### src/rtl/scaler_param_loader_if.sv
// Stream of packed parameter words feeding the loader.
// valid/ready handshake; lane 0 sits in the data LSBs.
interface scaler_param_loader_if #(
  parameter int W = 32
) ();
  logic         valid;
  logic         ready;
  logic [W-1:0] data;

  modport master (
    output valid,
    output data,
    input  ready
  );

  modport slave (
    input  valid,
    input  data,
    output ready
  );
endinterface

### src/rtl/scaler_param_loader.sv
// Unpacks packed words into one-per-cycle scale writes,
// then shift writes, for the output scaler set.
module scaler_param_loader #(
  parameter int NUM_ELEMENTS = 64,
  parameter int BUS_WIDTH    = 32,
  parameter int SCALE_BITS   = 16,
  parameter int SHIFT_BITS   = 4
) (
  input  logic                  clk,
  input  logic                  nrst,
  input  logic                  start_i,
  scaler_param_loader_if.slave  in_s,
  output logic                  scale_w_en_o,
  output logic [SCALE_BITS-1:0] scale_w_data_o,
  output logic                  shift_w_en_o,
  output logic [SHIFT_BITS-1:0] shift_w_data_o,
  output logic                  busy_o,
  output logic                  done_o
);

  localparam int SPW  = BUS_WIDTH / SCALE_BITS;
  localparam int HPW  = BUS_WIDTH / SHIFT_BITS;
  localparam int MAXL = (SPW > HPW) ? SPW : HPW;
  localparam int LW   = (MAXL > 1) ? $clog2(MAXL) : 1;
  localparam int EW   =
    (NUM_ELEMENTS > 1) ? $clog2(NUM_ELEMENTS) : 1;
  localparam int WW   = $clog2(NUM_ELEMENTS + 1);

  localparam logic [WW-1:0] SCALE_WORDS =
    WW'(NUM_ELEMENTS / SPW);
  localparam logic [WW-1:0] SHIFT_WORDS =
    WW'(NUM_ELEMENTS / HPW);
  localparam logic [EW-1:0] LAST_ELEM  = EW'(NUM_ELEMENTS - 1);
  localparam logic [LW-1:0] SCALE_LAST = LW'(SPW - 1);
  localparam logic [LW-1:0] SHIFT_LAST = LW'(HPW - 1);

  typedef enum logic [1:0] {
    IDLE,
    SCALE,
    SHIFT,
    DONE
  } state_t;

  state_t                state_q, state_d;
  logic [BUS_WIDTH-1:0]  buf_q, buf_d;
  logic                  buf_valid_q, buf_valid_d;
  logic [LW-1:0]         lane_q, lane_d;
  logic [EW-1:0]         elem_q, elem_d;
  logic [WW-1:0]         words_q, words_d;
  logic                  scale_en_q, scale_en_d;
  logic [SCALE_BITS-1:0] scale_data_q, scale_data_d;
  logic                  shift_en_q, shift_en_d;
  logic [SHIFT_BITS-1:0] shift_data_q, shift_data_d;
  logic                  busy_q, busy_d;
  logic                  done_q, done_d;

  logic                  in_phase;
  logic                  last_lane;
  logic [WW-1:0]         phase_words;
  logic                  ready;
  logic                  accept;
  logic                  emit;

  // Handshake: take a word only when the buffer frees up this edge.
  always_comb begin
    in_phase    = (state_q == SCALE) || (state_q == SHIFT);
    last_lane   = (state_q == SHIFT) ? (lane_q == SHIFT_LAST)
                                     : (lane_q == SCALE_LAST);
    phase_words = (state_q == SHIFT) ? SHIFT_WORDS : SCALE_WORDS;
    ready       = in_phase && (words_q != phase_words) &&
                  (!buf_valid_q || last_lane);
    accept      = in_s.valid && ready;
    emit        = in_phase && buf_valid_q;
  end

  assign in_s.ready = ready;

  // Unpack lanes, count elements, and sequence the phases.
  always_comb begin
    state_d      = state_q;
    buf_d        = buf_q;
    buf_valid_d  = buf_valid_q;
    lane_d       = lane_q;
    elem_d       = elem_q;
    words_d      = words_q;
    scale_en_d   = 1'b0;
    scale_data_d = scale_data_q;
    shift_en_d   = 1'b0;
    shift_data_d = shift_data_q;
    done_d       = (state_q == DONE);

    if (emit) begin
      if (state_q == SCALE) begin
        scale_en_d   = 1'b1;
        scale_data_d = SCALE_BITS'(
          buf_q >> (int'(lane_q) * SCALE_BITS));
      end else begin
        shift_en_d   = 1'b1;
        shift_data_d = SHIFT_BITS'(
          buf_q >> (int'(lane_q) * SHIFT_BITS));
      end
      if (last_lane) begin
        buf_valid_d = 1'b0;
        lane_d      = '0;
      end else begin
        lane_d = lane_q + 1'b1;
      end
      elem_d = elem_q + 1'b1;
    end

    if (accept) begin
      buf_d       = in_s.data;
      buf_valid_d = 1'b1;
      lane_d      = '0;
      words_d     = words_q + 1'b1;
    end

    unique case (1'b1)
      state_q == IDLE: begin
        if (start_i) state_d = SCALE;
      end
      state_q == SCALE: begin
        if (emit && elem_q == LAST_ELEM) begin
          state_d = SHIFT;
          elem_d  = '0;
          words_d = '0;
        end
      end
      state_q == SHIFT: begin
        if (emit && elem_q == LAST_ELEM) begin
          state_d = DONE;
          elem_d  = '0;
          words_d = '0;
        end
      end
      state_q == DONE: begin
        state_d = IDLE;
      end
      default: state_d = IDLE;
    endcase

    // busy stays up through the done pulse.
    busy_d = (state_d != IDLE) || done_d;
  end

  // State and registered outputs.
  always_ff @(posedge clk or negedge nrst) begin
    if (!nrst) begin
      state_q      <= IDLE;
      buf_q        <= '0;
      buf_valid_q  <= 1'b0;
      lane_q       <= '0;
      elem_q       <= '0;
      words_q      <= '0;
      scale_en_q   <= 1'b0;
      scale_data_q <= '0;
      shift_en_q   <= 1'b0;
      shift_data_q <= '0;
      busy_q       <= 1'b0;
      done_q       <= 1'b0;
    end else begin
      state_q      <= state_d;
      buf_q        <= buf_d;
      buf_valid_q  <= buf_valid_d;
      lane_q       <= lane_d;
      elem_q       <= elem_d;
      words_q      <= words_d;
      scale_en_q   <= scale_en_d;
      scale_data_q <= scale_data_d;
      shift_en_q   <= shift_en_d;
      shift_data_q <= shift_data_d;
      busy_q       <= busy_d;
      done_q       <= done_d;
    end
  end

  assign scale_w_en_o   = scale_en_q;
  assign scale_w_data_o = scale_data_q;
  assign shift_w_en_o   = shift_en_q;
  assign shift_w_data_o = shift_data_q;
  assign busy_o         = busy_q;
  assign done_o         = done_q;

endmodule

### src/flat_wrapper.sv
// flat-port wrapper written by rule: the top's interface ports become plain ports
module scaler_param_loader_flat 
#(
  parameter int NUM_ELEMENTS = 64,
  parameter int BUS_WIDTH    = 32,
  parameter int SCALE_BITS   = 16,
  parameter int SHIFT_BITS   = 4
)
  (clk, nrst, start_i, scale_w_en_o, scale_w_data_o, shift_w_en_o, shift_w_data_o, busy_o, done_o, in_s_valid, in_s_data, in_s_ready);
  scaler_param_loader_if #(.W((32))) in_s_i ();
  input  logic clk;
  input  logic nrst;
  input  logic start_i;
  output logic scale_w_en_o;
  output logic [SCALE_BITS-1:0] scale_w_data_o;
  output logic shift_w_en_o;
  output logic [SHIFT_BITS-1:0] shift_w_data_o;
  output logic busy_o;
  output logic done_o;
  input wire logic [$bits(in_s_i.valid)-1:0] in_s_valid;
  input wire logic [$bits(in_s_i.data)-1:0] in_s_data;
  output wire logic [$bits(in_s_i.ready)-1:0] in_s_ready;
  assign in_s_i.valid = in_s_valid;
  assign in_s_i.data = in_s_data;
  assign in_s_ready = in_s_i.ready;
  scaler_param_loader #(.NUM_ELEMENTS(NUM_ELEMENTS), .BUS_WIDTH(BUS_WIDTH), .SCALE_BITS(SCALE_BITS), .SHIFT_BITS(SHIFT_BITS)) u_core (.clk(clk), .nrst(nrst), .start_i(start_i), .in_s(in_s_i), .scale_w_en_o(scale_w_en_o), .scale_w_data_o(scale_w_data_o), .shift_w_en_o(shift_w_en_o), .shift_w_data_o(shift_w_data_o), .busy_o(busy_o), .done_o(done_o));
endmodule
### config.mk
export PLATFORM = sky130hd
export DESIGN_NAME = scaler_param_loader_flat
export DESIGN_NICKNAME = d
export VERILOG_FILES = /design/src/rtl/scaler_param_loader_if.sv /design/src/rtl/scaler_param_loader.sv /design/src/flat_wrapper.sv
export SDC_FILE = /design/constraint.sdc
export NUM_CORES = 1
export LEC_CHECK = 0
export BUFFER_PORTS_ARGS = -buffer_cell sky130_fd_sc_hd__buf_4
export CORE_MARGIN = 3
export CORE_UTILIZATION = 60
export CTS_CLUSTER_DIAMETER = 80
export DETAILED_ROUTE_END_ITERATION = 12
export PLACE_DENSITY = 0.85
export REMOVE_ABC_BUFFERS = 1
export SYNTH_ARGS = -nofsm -noshare
export SYNTH_HDL_FRONTEND = slang
export SYNTH_SLANG_ARGS = --single-unit
### constraint.sdc
create_clock -name clk -period 4.7 [get_ports clk]
set_clock_uncertainty 0.05 [all_clocks]
set_input_delay 0.705 -clock clk [delete_from_list [all_inputs] [get_ports clk]]
set_output_delay 0.705 -clock clk [all_outputs]
set_load 0.005 [all_outputs]
* Word-level counts from Yosys, hierarchy flattened
Cells that the tools add are included.
** Word-level totals
- Memories kept :: 0
- Input port bits :: 36
- RAM bits :: 0
- Register bits after elaboration :: 75
- Word-level logic and storage cells :: 64
- Latch bits :: 0
- Output and inout bits :: 25
- ROM bits :: 0
** Cells by class
- Div/mod/pow operators :: 0
- Shift-type cells :: 2
- Mux-type cells :: 22
- Equality and inequality tests :: 7
- $mul :: 0
- Bitwise gates (word level) :: 1
- Magnitude comparators :: 0
- Add/subtract/negate cells :: 3
- Reduce and logical (&&, ||, !) cells :: 17
** Operators with widths (number)
- $shr 32x5->4 :: 1
- $shr 32x7->16 :: 1
- $mux 6 :: 4
- $mux 7 :: 3
- $mux 3 :: 3
- $mux 1 :: 8
- $add 7x1->7 const B :: 1
- $ne 7x7->1 :: 1
- $add 6x1->6 const B :: 1
- $eq 6x6->1 const B :: 1
- $mux 2 :: 3
- $pmux 2 s3 :: 1
- $reduce_and 2->1 :: 3
- $reduce_bool 2->1 :: 3
- $logic_and 1x1->1 :: 5
- $eq 2x2->1 const B :: 2
- $add 3x1->3 const B :: 1
- $eq 3x1->1 const B :: 1
- $eq 3x3->1 const B :: 1
- $logic_or 1x1->1 :: 3
- $eq 2x1->1 const B :: 1
- $logic_not 2->1 :: 1
- $reduce_or 2->1 :: 1
- $logic_not 1->1 :: 1
- $not 1->1 :: 1

* Longest topological paths before layout
- Depth in word-level cells :: 9
- Mapped depth :: 9

* Worst setup path after synthesis
OpenSTA, ideal clock, no wires.
- Path kind :: reg2out
- Start :: reg u_core.state_q[0]
- End :: out in_s_ready
- Path slack :: 2467 ps
- Arrival time :: 1478 ps
- Buffers on the path :: 0
- Cell stages (with the launch flop) :: 6
- Path through :: dfrtp_1 inv_1 ha_1 or3b_2 a21oi_1 nor3b_1
** On the way
- Cells in the longest elaborated chain, start to end :: 5
- Elaborated cells on any way between the ends :: 9
** RTL lines
- start, declared :: RTL line scaler_param_loader.sv:44 : state_t state_q, state_d;
- start signal, assigned :: RTL line scaler_param_loader.sv:162 : state_q <= state_d;
- $eq 2x2->1 :: RTL line scaler_param_loader.sv:66, scaler_param_loader.sv:67, scaler_param_loader.sv:69
- $mux 6 :: RTL line scaler_param_loader.sv:69 : phase_words = (state_q == SHIFT) ? SHIFT_WORDS : SCALE_WORDS;
- $ne 7x7->1 :: RTL line scaler_param_loader.sv:70 : ready = in_phase && (words_q != phase_words) &&
- $logic_and 1x1->1 :: RTL line scaler_param_loader.sv:70
- $logic_and 1x1->1 (*) :: RTL line scaler_param_loader.sv:70
- end, declared :: RTL line flat_wrapper.sv:22 : output wire logic [$bits(in_s_i.ready)-1:0] in_s_ready;
Mark *: on every way between the ends. The rest lies on a longest branch, timed or not.

* Final worst setup path
Same ends and word-level chain as after synthesis.

==> flow_summary_export.csv <==
group,metric,value,unit
finish,diodes,0,
timing,rsz0062_at_grt,"false",
logic_synthesis,yosysTopAreaCell,"dfrtp_1",
global_route,first_global_vias,2724,
detailed_routing,wl_met2,3840,um
logic_synthesis,synth_common_cells,"nand2_1, dfrtp_1, o21ai_0, a21oi_1, mux2i_1",
setup_path,slowest_delay,0.49,ns
detailed_routing,drt-total-wl,7720,um
outcome,outcome,"finished clean",
setup_path,crit_path_top_delay_cell,"or3b_2",
logic_synthesis,syn_area,3530,um^2
die,coreArea,5610,um^2
timing,final.setup.tns,0,ns
detailed_routing,vias,2830,
global_route,grt_max_degree,76,
power_and_ir_drop,pwr-share-seq,0.428,
clock_tree,cts_resized,0,
finish,drive_gt1_frac,0.206,
die,pin_count,61,
placed_design,io_buffers,60,
setup_path,r2r_slack,1.83,ns
detailed_routing,drc,0,
global_route,grt_overflow,0,
setup_path,path_max_fanout,7,
clock_tree,cts_buffer_depth,2,
die,die_w,82.8,um
setup_path,crit_type,"flip-flop to output pin",
power_and_ir_drop,p_leak,2.10,nW
setup_path,endpoint_kind,"output pin",
timing,period_minus_slack,2.94,ns
die,die_area,6850,um^2
detailed_routing,wl_met3,431,um
power_and_ir_drop,clockPowerShare,0.164,
setup_path,reg2reg_depth,6,
job,cap_violations,0,
clock_tree,h-tree-depth,3,
clock_tree,clock-root-buffer,"clkbuf_8",
timing,fin_crit_sh,0.625,
setup_path,worstReg2RegEnd,"u_core.scale_w_data_o[5]",
logic_synthesis,synth-main-ff-cell,"dfrtp_1",
setup_path,worst_ep_required_time,3.94,ns
power_and_ir_drop,p_switching,1.04,mW
timing,slew_headroom,0.324,
clock_tree,insertion_delay,0.34,ns
logic_synthesis,syn_avg_cell_area,9.48,um^2
detailed_routing,met1Wirelength,3300,um
global_route,grt_usage,0.249,
power_and_ir_drop,combPwrFrac,0.408,
global_route,grt_pass1_wl,12600,um
timing,max_freq,0.340,GHz
logic_synthesis,async_flop_share,1.00,
setup_path,worstPathCellList,"inv_1 > ha_1 > or3b_2 > a21oi_1 > nor3b_1 > buf_4",
detailed_routing,detail_route.wl_per_cell,15.3,um
die,row_count,27,
logic_synthesis,synthCells,373,
logic_synthesis,synth-edff-count,0,
detailed_routing,drt_iter0_markers,201,
setup_path,crit_family,"simple AND/OR/NAND/NOR gates",
power_and_ir_drop,peakVddDrop,335,uV
timing,slew_violations,0,
logic_synthesis,yosys_warnings,0,
global_route,antenna_found_initial,0,
power_and_ir_drop,p_sw_frac,0.390,
clock_tree,clk_pin_slew_worst_paths,0.08,ns
finish,finalNetCount,471,
timing,hold_viol,0,
setup_path,start_kind,"flip-flop",
timing,setup_viol,0,
placed_design,dp_hpwl,5320,um
power_and_ir_drop,cellPowerDensity,639,nW/um^2
detailed_routing,top_layer,"met4",
setup_path,cp.buffers_inverters,2,
logic_synthesis,ys_ff_latch,75,
finish,syn_to_final_growth,18.1,%
logic_synthesis,ys_top_cells_by_area,"dfrtp_1, nand2_1, mux2i_1",
clock_tree,postCtsHoldBufs,0,
clock_tree,cts_made_buffers,9,
min_path,hp-class,"input port to asynchronous set/reset pin",
logic_synthesis,synth.most_common_cell,"nand2_1",
die,start_util,0.630,
logic_synthesis,yosysSeqAreaShare,0.531,
die,fp.dieH,82.8,um
timing,hold_slack,0.414,ns
timing,worst_pin_slew,1.01,ns
power_and_ir_drop,intPower,1.63,mW
clock_tree,cts_setup_buffers,0,
logic_synthesis,synth_top_area_share,0.531,
clock_tree,cts_tree,"built",
logic_synthesis,ys_types,39,
clock_tree,cts_sinks,75,
detailed_routing,drtPass1Iterations,4,
detailed_routing,vias_per_cell,5.62,
setup_path,cp_data_arrival_time,2.18,ns
placed_design,gp_congestion,0.782,
detailed_routing,antenna_left,0,
setup_path,rr_startpoint,"u_core.state_q[0]",
==> cell families (layout without fill, tap and decap cells) <==
kind of cell | after synthesis | after routing | synth area share
AOI/OAI and AO/OA | 56 | 56 | 0.0860
xor gates and xnor gates | 6 | 6 | 0.0149
adders and majority gates | 8 | 8 | 0.0283
buffers and inverters | 29 | 88 | 0.0372
DFF | 75 | 75 | 0.531
muxes | 22 | 22 | 0.0800
and+or+nand+nor | 177 | 177 | 0.223
==> cell type report <==
class / count / area (um^2)
clock buffers: 11 / 141
clock inverters: 5 / 28.8
fillers: 419 / 1430
inverters: 9 / 33.8
multi-input cells: 269 / 1530
flip-flops and latches: 75 / 1880
well taps: 72 / 90.1
repair buffers: 63 / 473
==> per-stage QoR <==
| step | cell area (um^2) | std cells | setup WS, ns | util | power [mW] |
|---|---|---|---|---|---|
| 3_3_place_gp | 4010 | 488 | 1.94 | 0.714 | 2.17 |
| 3_5_place_dp | 4010 | 488 | 1.81 | 0.714 | 2.24 |
| 6_report | 4180 | 504 | 1.76 | 0.745 | 2.67 |
| 5_1_grt | 4180 | 504 | 1.57 | 0.745 | 2.88 |
| 4_1_cts | 4180 | 504 | 1.77 | 0.745 | 2.68 |
| 2_1_floorplan | 3440 | 353 | 0.419 | - | 1.84 |
==> sequential cells by signal, summed over array words and instances (netlist names) <==
| signal | cells |
|---|---|
| u_core.buf_q | 32 |
| u_core.buf_valid_q | 1 |
| u_core.busy_o | 1 |
| u_core.done_o | 1 |
| u_core.elem_q | 6 |
| u_core.lane_q | 3 |
| u_core.scale_w_data_o | 16 |
| u_core.scale_w_en_o | 1 |
| u_core.shift_w_data_o | 4 |
| u_core.shift_w_en_o | 1 |
| u_core.state_q | 2 |
| u_core.words_q | 7 |
==> placed cells by master, fill, tap and decap left out, types with 8 or more instances in the layout <==
master / synthesis / final
mux2i_1: 17 / 17
clkbuf_8: 0 / 10
dfrtp_1: 75 / 75
o21ai_0: 27 / 27
buf_4: 1 / 63
a21oi_1: 21 / 21
ha_1: 8 / 8
nor2_1: 10 / 10
nor2b_1: 8 / 8
inv_1: 9 / 9
nand2_1: 132 / 132
==> worst max-delay path by stage <==
stage / end / cells after the start / startpoint / slack (ns)
3_5_place_dp: u_core.scale_w_data_o[5] / 6 / u_core.state_q[0] / 1.81
6_report: in_s_ready / 6 / u_core.state_q[0] / 1.76
3_3_place_gp: u_core.scale_w_data_o[11] / 6 / u_core.state_q[1] / 1.94
2_1_floorplan: u_core.words_q[2] / 5 / u_core.lane_q[0] / 0.42
5_1_grt: u_core.scale_w_data_o[2] / 6 / u_core.state_q[1] / 1.57
4_1_cts: in_s_ready / 6 / u_core.state_q[0] / 1.77
==> routing by layer <==
metal,vias up,GRT usage
met4,0,0.0980
met2,97,0.407
met1,1369,0.324
li1,1351,-
met3,13,0.0553
met5,-,0
==> power groups by stage <==
stage / combinational, mW / clock, mW / sequential, mW
final: 1.09 / 0.437 / 1.14
after global routing: 1.23 / 0.476 / 1.18
after CTS: 1.10 / 0.443 / 1.14
after detailed placement: 1.09 / 0 / 1.15
after global placement: 1.04 / 0 / 1.14
after floorplan: 0.705 / 0 / 1.14
Note: power is estimated with default switching activity, not from simulation.
